<file path="src/rtl/lbist_controller.sv">
// LBIST sequencer: for each configured seed, sends the seed to the LFSR and the hash count
// to the MISR, then compares the returned signature against the golden value.
module lbist_controller #(
    parameter int SEED_BITS           = 32,
    parameter int SIGNATURE_BITS      = 32,
    parameter int NUM_SEEDS           = 4,
    parameter int MAX_OUTPUTS_TO_HASH = 32,
    parameter int LBIST_MSG_BITS      = $clog2(MAX_OUTPUTS_TO_HASH),
    parameter logic [NUM_SEEDS*SEED_BITS-1:0]      SEEDS      = '0,
    parameter logic [NUM_SEEDS*SIGNATURE_BITS-1:0] SIGNATURES = '0
) (
    input  logic                      clk,
    input  logic                      reset,
    input  logic                      lbist_req_val,
    output logic                      lbist_req_rdy,
    output logic                      lbist_resp_val,
    output logic [NUM_SEEDS-1:0]      lbist_resp_msg,
    input  logic                      lbist_resp_rdy,
    output logic                      lfsr_req_val,
    output logic [SEED_BITS-1:0]      lfsr_req_msg,
    input  logic                      lfsr_req_rdy,
    output logic                      misr_req_val,
    output logic [LBIST_MSG_BITS:0]   misr_req_msg,
    input  logic                      misr_req_rdy,
    input  logic                      misr_resp_val,
    input  logic [SIGNATURE_BITS-1:0] misr_resp_msg,
    output logic                      misr_resp_rdy
);

    // state    | meaning
    // IDLE     | waiting for a start request
    // SEND     | issuing seed idx to LFSR and hash count to MISR
    // WAIT_SIG | waiting for the MISR signature of seed idx
    // DONE     | presenting the pass/fail vector to the requester
    typedef enum logic [1:0] {IDLE, SEND, WAIT_SIG, DONE} state_t;

    localparam int IDX_BITS = (NUM_SEEDS > 1) ? $clog2(NUM_SEEDS) : 1;
    localparam logic [IDX_BITS-1:0] LAST_IDX = IDX_BITS'(NUM_SEEDS - 1);

    state_t                state_q, state_d;
    logic [IDX_BITS-1:0]   idx_q, idx_d;
    logic                  lfsr_sent_q, lfsr_sent_d;
    logic                  misr_sent_q, misr_sent_d;
    logic [NUM_SEEDS-1:0]  result_q, result_d;

    logic                  lfsr_fire;
    logic                  misr_fire;
    logic                  sig_match;

    // Outputs depend only on registered state; reset low masks every handshake output.
    assign lbist_req_rdy  = reset && (state_q == IDLE);
    assign lfsr_req_val   = reset && (state_q == SEND) && !lfsr_sent_q;
    assign misr_req_val   = reset && (state_q == SEND) && !misr_sent_q;
    assign misr_resp_rdy  = reset && (state_q == WAIT_SIG);
    assign lbist_resp_val = reset && (state_q == DONE);
    assign lbist_resp_msg = result_q;
    assign lfsr_req_msg   = SEEDS[int'(idx_q)*SEED_BITS +: SEED_BITS];
    assign misr_req_msg   = (LBIST_MSG_BITS+1)'(MAX_OUTPUTS_TO_HASH);

    assign lfsr_fire = lfsr_req_val && lfsr_req_rdy;
    assign misr_fire = misr_req_val && misr_req_rdy;
    assign sig_match = (misr_resp_msg == SIGNATURES[int'(idx_q)*SIGNATURE_BITS +: SIGNATURE_BITS]);

    always_comb begin
        state_d     = state_q;
        idx_d       = idx_q;
        lfsr_sent_d = lfsr_sent_q;
        misr_sent_d = misr_sent_q;
        result_d    = result_q;
        case (state_q)
            IDLE: begin
                if (lbist_req_val) begin
                    idx_d       = '0;
                    result_d    = '0;
                    lfsr_sent_d = 1'b0;
                    misr_sent_d = 1'b0;
                    state_d     = SEND;
                end
            end
            SEND: begin
                if ((lfsr_sent_q || lfsr_fire) && (misr_sent_q || misr_fire)) begin
                    lfsr_sent_d = 1'b0;
                    misr_sent_d = 1'b0;
                    state_d     = WAIT_SIG;
                end else begin
                    lfsr_sent_d = lfsr_sent_q || lfsr_fire;
                    misr_sent_d = misr_sent_q || misr_fire;
                end
            end
            WAIT_SIG: begin
                if (misr_resp_val) begin
                    result_d[idx_q] = sig_match;
                    if (idx_q == LAST_IDX) begin
                        state_d = DONE;
                    end else begin
                        idx_d   = idx_q + 1'b1;
                        state_d = SEND;
                    end
                end
            end
            DONE: begin
                if (lbist_resp_rdy) begin
                    state_d = IDLE;
                end
            end
            default: state_d = IDLE;
        endcase
    end

    always_ff @(posedge clk) begin
        if (!reset) begin
            state_q     <= IDLE;
            idx_q       <= '0;
            lfsr_sent_q <= 1'b0;
            misr_sent_q <= 1'b0;
            result_q    <= '0;
        end else begin
            state_q     <= state_d;
            idx_q       <= idx_d;
            lfsr_sent_q <= lfsr_sent_d;
            misr_sent_q <= misr_sent_d;
            result_q    <= result_d;
        end
    end

endmodule

</file>
<file path="config.mk">
export PLATFORM = sky130hd
export DESIGN_NAME = lbist_controller
export DESIGN_NICKNAME = d
export VERILOG_FILES = /design/src/rtl/lbist_controller.sv
export SDC_FILE = /design/constraint.sdc
export NUM_CORES = 1
export LEC_CHECK = 0
export ABC_AREA = 0
export CORE_ASPECT_RATIO = 1.75
export CORE_UTILIZATION = 29
export DETAILED_ROUTE_END_ITERATION = 12
export GPL_TIMING_DRIVEN = 0
export PLACE_DENSITY_LB_ADDON = 0.15
export SKIP_LAST_GASP = 1
export SYNTH_ARGS = -nofsm -noshare
export SYNTH_HDL_FRONTEND = slang
export SYNTH_SLANG_ARGS = --single-unit
</file>
<file path="constraint.sdc">
create_clock -name clk -period 1.29 [get_ports clk]
set_input_delay 0.3225 -clock clk [delete_from_list [all_inputs] [get_ports clk]]
set_output_delay 0.3225 -clock clk [all_outputs]
set_load 0.01 [all_outputs]
</file>
== Yosys cells after proc, flatten, opt, wreduce, memory -nomap -nowiden ==
Cells that the tools add are included.
Word-level totals
  bits in latches: 0
  input bits: 39
  register bits: 10
  output and inout bits: 47
  memory bits (writable): 0
  bits in read-only memories: 0
  word-level logic and storage cells: 61
  memories: 0
Cells by class
  bitwise operators: 0
  magnitude comparators: 2
  equal/unequal tests: 10
  $mul: 0
  shifts and indexed selects: 1
  $add $sub $neg: 1
  reduce and logical (&&, ||, !) cells: 21
  muxes and demuxes: 21
  div/mod/pow operators: 0
Operator list (count)
  128-bit by 8-bit indexed part select with 32-bit output, first input constant: 1
  32-bit equality test: 1
  2-bit 2-to-1 mux: 8
  1-bit logical AND: 10
  4-bit 2-to-1 mux: 2
  2-bit inequality test, second input constant: 4
  2-bit case mux with 4 select lines: 1
  4-bit case mux with 2 select lines: 1
  4-bit AND reduction: 2
  2-bit equality test, second input constant: 3
  4-bit bitwise mux: 1
  1-bit 2-to-1 mux: 4
  1-bit case mux with 2 select lines: 2
  2-bit case mux with 2 select lines: 1
  2-bit nonzero test: 2
  2-bit by 3-bit less-than comparator with 1-bit output, second input constant: 1
  3-bit AND reduction: 1
  2-bit by 1-bit adder with 2-bit output, second input constant: 1
  1-bit demux with 2-bit select: 1
  2-bit by 1-bit equality test with 1-bit output, second input constant: 1
  2-bit by 1-bit >= comparator with 1-bit output, second input constant: 1
  1-bit logical NOT: 2
  2-bit logical NOT: 1
  1-bit logical OR: 2
  other kinds (2): 2

== Longest topological paths before layout ==
Gate-level depths: netlist of the first run.
  word-level depth: 8
  depth in mapped cells: 5

== Worst setup path after synthesis of the first run ==
OpenSTA, ideal clock, no wires.
  path kind: register to register
  start: reg idx_q[0]
  end: reg idx_q[0]
  stages on the path, launching flop included: 6
  arrival time: 1108 ps
  path slack: 60 ps
  cells stage by stage: dfxtp_1 -> ha_1 -> and2b_1 -> nor3b_1 -> o21ai_0 -> a21boi_1
On the way
  cells in the longest elaborated chain, start to end: 4
  elaborated cells between the ends (all ways): 7
  those cells by class: add/sub: 1; eq/ne: 2; mux: 3; reduce/logical: 1
RTL lines
  start: declaration: line 41  | logic [IDX_BITS-1:0] idx_q, idx_d;
  start signal: assignment: line 119  | idx_q <= idx_d;
  2-bit by 1-bit adder with 2-bit output: line 96  | idx_d = idx_q + 1'b1;
  2-bit 2-to-1 mux: line 93  | if (idx_q == LAST_IDX) begin
  2-bit 2-to-1 mux: line 91  | if (misr_resp_val) begin
  2-bit case mux with 2 select lines: line 70  | case (state_q)
Several ways; a longest one is shown, not always the timed one. The select of a mux whose other input is x is not followed.
A chain may end at the register's enable or synchronous reset.

== Worst setup path after layout of the first run ==
  start: reg state_q[1]
  end: out misr_resp_rdy
On the way
  cells in the longest elaborated chain, start to end: 2
RTL lines
  start: declaration: line 40  | state_t state_q, state_d;
  start signal: assignment: line 118  | state_q <= state_d;
  2-bit equality test: line 54  | assign misr_resp_rdy = reset && (state_q == WAIT_SIG);
  1-bit logical AND: line 54
  end: declaration: line 27  | output logic misr_resp_rdy
No other way between the ends.

==> results of run 1 <==
==> state kept, by name, summed over array words and instances, names as in the netlist <==
| signal | flops |
|---|---|
| state_q | 2 |
| lfsr_sent_q | 1 |
| misr_sent_q | 1 |
| idx_q | 2 |
| lbist_resp_msg | 4 |
==> layout make-up <==
type / instances / area share
clock buffers: 3 / 0.0217
flip-flops and latches: 10 / 0.112
inverters: 2 / 0.00394
multi-input cells: 112 / 0.395
well taps: 45 / 0.0295
repair buffers: 57 / 0.269
plain buffers: 41 / 0.169
==> metrics by stage <==
| stage | setup slack, ns | power, mW | hold WS [ns] | area, um^2 | utilization |
|---|---|---|---|---|---|
| after global placement | -1.07 | 0.749 | 0.468 | 1670 | 0.498 |
| after floorplan | 0.0599 | 0.587 | 0.462 | 1150 | - |
| after global routing | -0.204 | 1.22 | 0.488 | 1910 | 0.567 |
| after CTS | -0.149 | 1.10 | 0.477 | 1820 | 0.542 |
| final | -0.149 | 1.15 | 0.474 | 1910 | 0.567 |
| after detailed placement | -1.06 | 0.755 | 0.473 | 1670 | 0.498 |
==> power by group through the flow <==
stage | clock, mW | combinational [mW] | sequential, mW
2_1_floorplan | 0 | 0.251 | 0.336
3_5_place_dp | 0 | 0.417 | 0.339
3_3_place_gp | 0 | 0.411 | 0.339
6_report | 0.327 | 0.482 | 0.339
4_1_cts | 0.331 | 0.435 | 0.337
5_1_grt | 0.356 | 0.522 | 0.340
==> worst paths after layout <==
check	start	to	slack, ns
min	lbist_resp_msg[0]	lbist_resp_msg[0]	0.47
min reg2reg	lbist_resp_msg[0]	lbist_resp_msg[0]	0.47
max reg2reg	idx_q[0]	idx_q[0]	0.01
max	state_q[1]	misr_resp_rdy	-0.15
==> synthesized netlist by cell type, types with 3 or more instances <==
master                     number  area share
sky130_fd_sc_hd__o21ai_1        3       0.015
sky130_fd_sc_hd__ha_1           4       0.049
sky130_fd_sc_hd__buf_4         38        0.28
sky130_fd_sc_hd__nand2_1        8       0.030
sky130_fd_sc_hd__dfxtp_1       10        0.20
sky130_fd_sc_hd__and2_1         5       0.031
sky130_fd_sc_hd__o22ai_2        4       0.049
sky130_fd_sc_hd__a21boi_1       3       0.022
sky130_fd_sc_hd__nor4_1         8       0.049
sky130_fd_sc_hd__nand3_1        4       0.020
sky130_fd_sc_hd__nor2_1         5       0.019
sky130_fd_sc_hd__nor2b_1        6       0.037
==> logic make-up (layout without fill, tap and decap cells) <==
kind of cell / count (synthesis) / count (layout) / synth area share
and+or+nand+nor: 49 / 49 / 0.276
buffers and inverters: 43 / 103 / 0.303
AOI/OAI and AO/OA: 20 / 20 / 0.153
DFF: 10 / 10 / 0.198
adders and majority gates: 4 / 4 / 0.0494
other: 2 / 38 / 0.00742
muxes: 1 / 1 / 0.0136
==> timing repair <==
action,CTS,global route
endpoints found under the setup margin,17,10
gates resized for setup,85,15
pin swaps,16,10
hold endpoints to repair,0,0
cloned,0,0
buffers inserted,7,3
hold buffers,0,0
==> per-layer routing <==
| metal | up-vias | track usage | share of wire |
|---|---|---|---|
| met5 | - | 0 | 0 |
| met4 | 0 | 0.100 | 0.048 |
| met3 | 12 | 0.0157 | 0.040 |
| met2 | 43 | 0.324 | 0.59 |
| met1 | 473 | 0.168 | 0.32 |
| li1 | 558 | - | - |
==> layout by cell type (no fill, tap or decap), drive strengths merged <==
| cell | n |
|---|---|
| and2 | 5 |
| nand3b | 1 |
| nor3b | 1 |
| dfxtp | 10 |
| a21boi | 4 |
| or2 | 1 |
| buf | 54 |
| o21ai | 5 |
| nor2 | 6 |
| clkbuf | 4 |
| nor4 | 8 |
| nand3 | 4 |
| clkdlybuf4s50 | 3 |
| o21bai | 1 |
| nor3 | 1 |
| o22ai | 4 |
| and3 | 2 |
| nand2 | 8 |
| nand2b | 2 |
| dlygate4sd2 | 32 |
| a21oi | 3 |
| dlymetal6s2s | 5 |
| conb | 38 |
| or3 | 1 |
| clkdlybuf4s15 | 3 |
| nand4 | 2 |
| inv | 2 |
| a31oi | 2 |
| o21a | 1 |
| and2b | 1 |
| ha | 4 |
| nor2b | 6 |
| mux2i | 1 |
==> worst min-delay path, stage by stage (launching register included) <==
cell and delay [ns]:
sky130_fd_sc_hd__dfxtp_1 0.30, sky130_fd_sc_hd__nand2_1 0.06, sky130_fd_sc_hd__o22ai_2 0.06
==> flow_metrics.env, run 1 <==
export IMPL_power_density_mw_per_mm2=603
export IMPL_hold_crit_class="flop to flop"
export IMPL_flip_flop_and_latch_count_after_synthesis=10
export IMPL_post_route_period_util=1.12
export IMPL_post_route_drc_count=0
export IMPL_first_global_vias=1015
export IMPL_critical_path_required_ns=0.97
export IMPL_clock_tree_htree_level_count=1
export IMPL_gr_total_overflow=0
export IMPL_skew_ns=0.00370
export IMPL_fmax_ghz=0.695
export IMPL_post_syn_instances=129
export IMPL_post_route_cells_drive_above_1_share=0.409
export IMPL_cts_path_max_buffers=2
export IMPL_worst_skew_pair_late_latency_ns=0.24
export IMPL_worst_ep_arrival_time_ns=1.12
export IMPL_drt_pass1_iter_count=3
export IMPL_placed_cell_count=257
export IMPL_floorplan_initialDensity=0.301
export IMPL_status="finished, violations left"
export IMPL_floorplan_rows=28
export IMPL_synth_cell_type_count=34
export IMPL_die_width_um=46.7
export IMPL_register_area_um2=213
export IMPL_num_fill_cells=341
export IMPL_cts_sink_count=10
export IMPL_mappedNetlistArea_mm2=0.00101
export IMPL_grt_start_max_net_pins=9
export IMPL_port_buffer_count=47
export IMPL_route_final_wire_length_um=3130
export IMPL_worstPathMaxFanout=4
export IMPL_vias=1086
export IMPL_cts_clk_slew_worst_paths_ns=0.05
export IMPL_ant_nets=0
export IMPL_async_reset_ff_frac=0
export IMPL_unrepaired_setup_endpoints_after_global_routing="yes"
export IMPL_routed_wire_length_per_instance_um=11.6
export IMPL_timing_reg2reg_worst_path_depth=5
export IMPL_design_final_nets=270
export IMPL_finalMaxSlewViolations=0
export IMPL_worst_slack_ns=-0.149
export IMPL_seq_power_share=0.296
export IMPL_max_cap_viol_count=0
export IMPL_type_of_the_worst_setup_path="flop to output pin"
export IMPL_timing_hold_worst_path_depth=2
export IMPL_num_io_pins=86
export IMPL_pwr_share_comb=0.420
export IMPL_antenna_found_initial=0
export IMPL_worst_path_buf_inv=1
export IMPL_max_stage_delay_ns=0.37
export IMPL_synth_flop_cell="sky130_fd_sc_hd__dfxtp_1"
export IMPL_final_setup_tns_ns=-0.669
export IMPL_cts_made_buffers=3
export IMPL_ir_worst_vdd_mv=0.551
export IMPL_critPathLaunchType="flop"
export IMPL_cts_root_buf="sky130_fd_sc_hd__clkbuf_8"
export IMPL_cts_tree="yes"
export IMPL_crit_chain="nor2b_4 > and2_4 > clkdlybuf4s15_2"
export IMPL_initialDrtViolationCount=7
export IMPL_grt_use_total=0.173
export IMPL_internal_power_mw=0.796
export IMPL_cp_depth=3
export IMPL_coreArea_mm2=0.00336
export IMPL_seq_area_frac_synth=0.198
export IMPL_synth_enable_flop_cells=0
export IMPL_floorplan_die_height_um=80.2
export IMPL_cp_top_family="flip-flops"
export IMPL_setup_violations=5
export IMPL_hold_viol=0
export IMPL_p_leak_nw=0.967
export IMPL_antenna_diode_count=0
export IMPL_ys_warnings_count=0
export IMPL_end_kind="output pin"
export IMPL_syn_avg_cell_area_um2=7.85
export IMPL_multi_input_area_um2=753
export IMPL_swShare=0.307
export IMPL_net_load_switching_power_mw=0.352
export IMPL_fin_cells=270
export IMPL_worst_path_max_delay_cell="sky130_fd_sc_hd__dfxtp_4"
export IMPL_timing_final_crit_period_ns=1.44
export IMPL_avgViaCountPerCell=4.02
export IMPL_design_die_area_mm2=0.00374
export IMPL_area_growth_pct=88.3
export IMPL_power_share_clock=0.285
export IMPL_failed_checks="negative setup slack"
export IMPL_gp_congestion=0.786
export IMPL_global_route_wire_length_before_repair_um=4660
export IMPL_dpl_hpwl_um=2390
No activity file was read; power rests on OpenSTA's default activity.
==> run 2: changes to the inputs <==
--- a/config.mk
+++ b/config.mk
@@ -6,7 +6,6 @@
 export NUM_CORES = 1
 export LEC_CHECK = 0
 export ABC_AREA = 0
-export CORE_ASPECT_RATIO = 1.75
 export CORE_UTILIZATION = 29
 export DETAILED_ROUTE_END_ITERATION = 12
 export GPL_TIMING_DRIVEN = 0
==> run 2 against run 1 <==
- routed wire length fell by 0.38%
- final cell count rose by 1.9%
- critical path depth is 1 higher
- via count rose by 2.9%
- count of clock-buffer cells in the layout stayed put
- sequential cell count unchanged
- combinational power rose by 8.7%
- largest cell class unchanged
- die area fell by 0.25%
- non-clock buffer count up 4
- global-route usage decreased by 1.3 points
- the flow still finishes with violations (negative setup slack)
==> flow_metrics.env, run 2 (same netlist as run 1, synthesis figures left out) <==
export IMPL_status="finished, violations left"
export IMPL_failed_checks="negative setup slack"
export IMPL_worstPathMaxFanout=5
export IMPL_port_buffer_count=47
export IMPL_cts_made_buffers=3
export IMPL_global_route_wire_length_before_repair_um=4470
export IMPL_worst_ep_arrival_time_ns=1.16
export IMPL_worst_slack_ns=-0.193
export IMPL_clock_tree_htree_level_count=1
export IMPL_end_kind="output pin"
export IMPL_gp_congestion=0.770
export IMPL_worst_path_buf_inv=3
export IMPL_area_growth_pct=91.2
export IMPL_unrepaired_setup_endpoints_after_global_routing="yes"
export IMPL_postLayoutCoreUtil=0.580
export IMPL_floorplan_die_height_um=61.1
export IMPL_routed_wire_length_per_instance_um=11.3
export IMPL_worst_setup_path_endpoint="lbist_resp_val"
export IMPL_finalMaxSlewViolations=0
export IMPL_cts_sink_count=10
export IMPL_antenna_diode_count=0
export IMPL_post_route_period_util=1.15
export IMPL_net_load_switching_power_mw=0.356
export IMPL_vias=1117
export IMPL_antenna_found_initial=0
export IMPL_r2r_slack_ns=-0.19
export IMPL_power_density_mw_per_mm2=560
export IMPL_crit_chain="buf_6 > buf_4 > and3_4 > buf_6"
export IMPL_cp_top_family="flip-flops"
export IMPL_ir_worst_vdd_mv=0.249
export IMPL_crit_top_cell="sky130_fd_sc_hd__buf_6"
export IMPL_critPathLaunchType="flop"
export IMPL_hold_viol=0
export IMPL_post_route_drc_count=0
export IMPL_regToRegStartpoint="state_q[1]"
export IMPL_power_mw=1.08
export IMPL_skew_ns=0.00461
export IMPL_internal_power_mw=0.729
export IMPL_die_width_um=61.1
export IMPL_regToRegEndpoint="lbist_resp_msg[1]"
export IMPL_post_route_cells_drive_above_1_share=0.419
export IMPL_swShare=0.328
export IMPL_hold_crit_class="input port to flop"
export IMPL_cts_tree="yes"
export IMPL_coreArea_mm2=0.00334
export IMPL_power_share_clock=0.207
export IMPL_design_die_area_mm2=0.00373
export IMPL_p_leak_nw=0.957
export IMPL_dpl_hpwl_um=2250
export IMPL_grt_use_total=0.160
export IMPL_place_worst_setup_slack_ns=-1.06
export IMPL_route_final_wire_length_um=3110
export IMPL_fmax_ghz=0.674
export IMPL_timing_final_crit_period_ns=1.48
export IMPL_floorplan_rows=21
export IMPL_first_global_vias=974
export IMPL_worst_skew_pair_late_latency_ns=0.27
export IMPL_timing_hold_worst_path_depth=3
export IMPL_worst_path_max_delay_cell="sky130_fd_sc_hd__dfxtp_4"
export IMPL_drt_pass1_iter_count=4
export IMPL_gr_total_overflow=0
export IMPL_grt_start_max_net_pins=11
export IMPL_critPathLaunch="state_q[1]"
export IMPL_avgViaCountPerCell=4.06
export IMPL_cts_root_buf="sky130_fd_sc_hd__clkbuf_4"
export IMPL_final_common_cell="sky130_fd_sc_hd__buf_4"
export IMPL_cts_path_max_buffers=2
export IMPL_timing_reg2reg_worst_path_depth=7
export IMPL_floorplan_initialDensity=0.303
export IMPL_cts_clk_slew_worst_paths_ns=0.07
export IMPL_seq_power_share=0.310
export IMPL_max_cap_viol_count=0
export IMPL_critical_path_required_ns=0.97
export IMPL_setup_violations=11
export IMPL_design_final_nets=274
export IMPL_max_stage_delay_ns=0.37
export IMPL_pwr_share_comb=0.484
export IMPL_ant_nets=0
export IMPL_largest_register_ffs=4
export IMPL_cp_depth=4
export IMPL_layout_cells_most_common_list="sky130_fd_sc_hd__buf_4 (49), sky130_fd_sc_hd__conb_1 (38), sky130_fd_sc_hd__dlygate4sd2_1 (29)"
export IMPL_num_io_pins=86
export IMPL_type_of_the_worst_setup_path="flop to output pin"
export IMPL_initialDrtViolationCount=25
[run 2: what timing repair did]
action                                  4_1_cts  5_1_grt
hold buffers                                  0        0
pin swaps                                    15       16
endpoints found under the setup margin       17       13
gates resized for setup                      78       23
setup buffers                                 7        7
[run 2: per-stage QoR]
step | setup TNS [ns] | hold WS [ns] | cells | area (um^2)
3_3_place_gp | -7.42 | 0.471 | 258 | 1680
4_1_cts | -0.629 | 0.480 | 268 | 1770
6_report | -1.81 | 0.434 | 275 | 1940
2_1_floorplan | 0 | 0.462 | 165 | 1150
5_1_grt | -2.29 | 0.467 | 275 | 1940
3_5_place_dp | -7.66 | 0.473 | 258 | 1680
[run 2: how the worst min path moves through the flow]
stage               slack [ns]              start                end
global placement          0.47  lbist_resp_msg[0]  lbist_resp_msg[0]
floorplan                 0.46       lfsr_req_rdy        lfsr_sent_q
detailed placement        0.47  lbist_resp_msg[2]  lbist_resp_msg[2]
CTS                       0.48  lbist_resp_msg[2]  lbist_resp_msg[2]
finish                    0.43      misr_resp_val  lbist_resp_msg[3]
global route              0.47      misr_resp_val  lbist_resp_msg[3]
[run 2: power groups by stage]
stage	sequential (mW)	combinational, mW	clock (mW)
after CTS	0.337	0.443	0.226
final	0.336	0.524	0.224
after global placement	0.338	0.410	0
after global routing	0.337	0.567	0.242
after detailed placement	0.338	0.416	0
after floorplan	0.336	0.251	0
[run 2: worst min-delay path, stage by stage]
cell and delay [ns]:
sky130_fd_sc_hd__dlymetal6s2s_1 0.17, sky130_fd_sc_hd__nand3_1 0.10, sky130_fd_sc_hd__o22ai_2 0.07
[run 2: area by class of cell]
cell class                 count  area, um^2
multi-input combinational    112         757
tap                           46        57.6
clock buffer                   3        22.5
sequential                    10         215
timing repair buffer          61         551
inverter                       2        7.51
buffer                        41         325
fill                         310        1400
[run 2: per-layer routing]
metal	up-vias	GRT usage	routed length [um]	part of all wire
met5	-	0	0	0
met4	0	0.0487	71	0.023
met3	9	0.0357	160	0.051
met2	44	0.289	1730	0.55
met1	496	0.188	1160	0.37
li1	568	-	-	-
==> run 3: changes to the inputs <==
==> constraint.sdc (replaced) <==
create_clock -name clk -period 1.29 [get_ports clk]
set_input_delay 0.387 -clock clk [delete_from_list [all_inputs] [get_ports clk]]
set_output_delay 0.387 -clock clk [all_outputs]
set_load 0.01 [all_outputs]
==> run 3 against run 2 <==
- the flow still finishes with violations (negative setup slack)
- clock skew decreased by 0.0034 ns
- first-iteration DRC count increased by 40%
- die area is the same
- combinational power is 4.2% lower
- sequential power barely moved
- final area decreased by 2.1%
- setup slack worse by 0.12 ns
- via count fell by 0.63%
- register-to-register slack better by 0.19 ns
- maximum frequency shrank 7.3%
==> flow_metrics.env, run 3 (same netlist as run 1, synthesis figures left out) <==
export IMPL_hold_worst_slack_ns=0.429
export IMPL_place_worst_setup_slack_ns=-1.19
export IMPL_cts_tree="yes"
export IMPL_skew_ns=0.00120
export IMPL_avgViaCountPerCell=4.07
export IMPL_dpl_hpwl_um=2250
export IMPL_regToRegStartpoint="state_q[1]"
export IMPL_max_cap_viol_count=0
export IMPL_holdCritStartpoint="misr_req_rdy"
export IMPL_antenna_diode_count=0
export IMPL_design_final_nets=272
export IMPL_critical_path_required_ns=0.90
export IMPL_die_width_um=61.1
export IMPL_cts_clk_slew_worst_paths_ns=0.07
export IMPL_port_buffer_count=47
export IMPL_dpl_cell_area_mm2=0.00168
export IMPL_post_route_cells_drive_above_1_share=0.414
export IMPL_vias=1110
export IMPL_route_final_wire_length_um=3120
export IMPL_final_cell_area_mm2=0.00189
export IMPL_coreArea_mm2=0.00334
export IMPL_post_route_period_util=1.24
export IMPL_cts_sink_count=10
export IMPL_post_route_drc_count=0
export IMPL_floorplan_die_height_um=61.1
export IMPL_gr_total_overflow=0
export IMPL_finalMaxSlewViolations=0
export IMPL_largest_register_ffs=4
export IMPL_critPathLaunchType="flop"
export IMPL_hold_crit_class="input port to flop"
export IMPL_global_route_wire_length_before_repair_um=4510
export IMPL_num_io_pins=86
export IMPL_setup_violations=5
export IMPL_placed_cell_count=258
export IMPL_cts_root_buf="sky130_fd_sc_hd__clkbuf_4"
export IMPL_type_of_the_worst_setup_path="flop to output pin"
export IMPL_floorplan_rows=21
export IMPL_area_growth_pct=87.1
export IMPL_ir_worst_vdd_mv=0.248
export IMPL_cts_path_max_buffers=2
export IMPL_design_die_area_mm2=0.00373
export IMPL_final_common_cell="sky130_fd_sc_hd__buf_4"
export IMPL_critPathLaunch="state_q[1]"
export IMPL_first_global_vias=986
export IMPL_drt_pass1_iter_count=4
export IMPL_p_leak_nw=0.947
export IMPL_unrepaired_setup_endpoints_after_global_routing="yes"
export IMPL_ant_nets=0
export IMPL_hold_buf_cts=0
export IMPL_cts_made_buffers=3
export IMPL_power_mw=1.06
export IMPL_timing_final_crit_period_ns=1.60
export IMPL_final_setup_tns_ns=-1.17
export IMPL_initialDrtViolationCount=35
export IMPL_antenna_found_initial=0
export IMPL_worst_slack_ns=-0.311
export IMPL_status="finished, violations left"
export IMPL_hold_viol=0
export IMPL_failed_checks="negative setup slack"
export IMPL_clock_tree_htree_level_count=1
export IMPL_fmax_ghz=0.625
export IMPL_worst_skew_pair_late_latency_ns=0.26
export IMPL_routed_wire_length_per_instance_um=11.4
export IMPL_end_kind="output pin"
export IMPL_power_density_mw_per_mm2=558
export IMPL_floorplan_initialDensity=0.303
export IMPL_fin_cells=273
export IMPL_gp_congestion=0.770
export IMPL_grt_start_max_net_pins=9
export IMPL_layout_cells_most_common_list="sky130_fd_sc_hd__buf_4 (49), sky130_fd_sc_hd__conb_1 (38), sky130_fd_sc_hd__dlygate4sd2_1 (34)"
export IMPL_postLayoutCoreUtil=0.568
export IMPL_worst_ep_arrival_time_ns=1.21
export IMPL_grt_use_total=0.162
export IMPL_worstPathMaxFanout=4
-- run 3: changes by cell type in the layout (fill, tap and decap cells not counted), moves of 2 or more --
cell | before | now
sky130_fd_sc_hd__a21oi_2 | 1 | 3
sky130_fd_sc_hd__buf_6 | 7 | 5
sky130_fd_sc_hd__a21oi_1 | 2 | 0
sky130_fd_sc_hd__dlygate4sd2_1 | 29 | 34
sky130_fd_sc_hd__clkdlybuf4s50_1 | 10 | 2
sky130_fd_sc_hd__nor4_1 | 1 | 4
sky130_fd_sc_hd__clkdlybuf4s15_1 | 0 | 3
sky130_fd_sc_hd__nor4_2 | 7 | 4
-- run 3: worst paths after layout --
check | cells past startpoint | endpoint | slack [ns]
setup / recovery | 4 | misr_req_val | -0.31
hold / removal | 3 | misr_sent_q | 0.43
hold reg to reg | 2 | lbist_resp_msg[2] | 0.48
setup reg to reg | 5 | idx_q[1] | 0
-- run 3: worst max-delay path, stage by stage (launching register included) --
cell and delay (ns):
sky130_fd_sc_hd__dfxtp_4 0.36, sky130_fd_sc_hd__buf_6 0.12, sky130_fd_sc_hd__nand3b_1 0.18, sky130_fd_sc_hd__nor2_1 0.14, sky130_fd_sc_hd__buf_2 0.14
-- run 3: area by class of cell --
type / instances / area [um^2]
buffer: 41 / 325
clock buffer: 3 / 22.5
fill: 324 / 1440
inverter: 2 / 7.51
multi-input combinational: 112 / 751
sequential: 10 / 215
tap: 46 / 57.6
timing repair buffer: 59 / 515
-- run 3: where the power goes --
group / internal [mW] / leakage, nW / total (mW) / switching, mW
clock: 0.108 / 0.0138 / 0.219 / 0.111
sequential: 0.317 / 0.0840 / 0.336 / 0.0188
combinational: 0.281 / 0.849 / 0.502 / 0.221
-- run 3: repair_timing --
action / 4_1_cts / 5_1_grt
pin swaps: 16 / 13
setup buffers: 9 / 4
endpoints found under the setup margin: 17 / 17
gates resized for setup: 87 / 24
-- run 3: routing by layer --
| layer | part of all wire | track usage | vias up | routed length [um] |
|---|---|---|---|---|
| met1 | 0.37 | 0.188 | 504 | 1160 |
| met5 | 0 | 0 | - | 0 |
| li1 | - | - | 561 | - |
| met2 | 0.56 | 0.290 | 39 | 1760 |
| met3 | 0.046 | 0.0378 | 6 | 143 |
| met4 | 0.018 | 0.0584 | 0 | 56 |
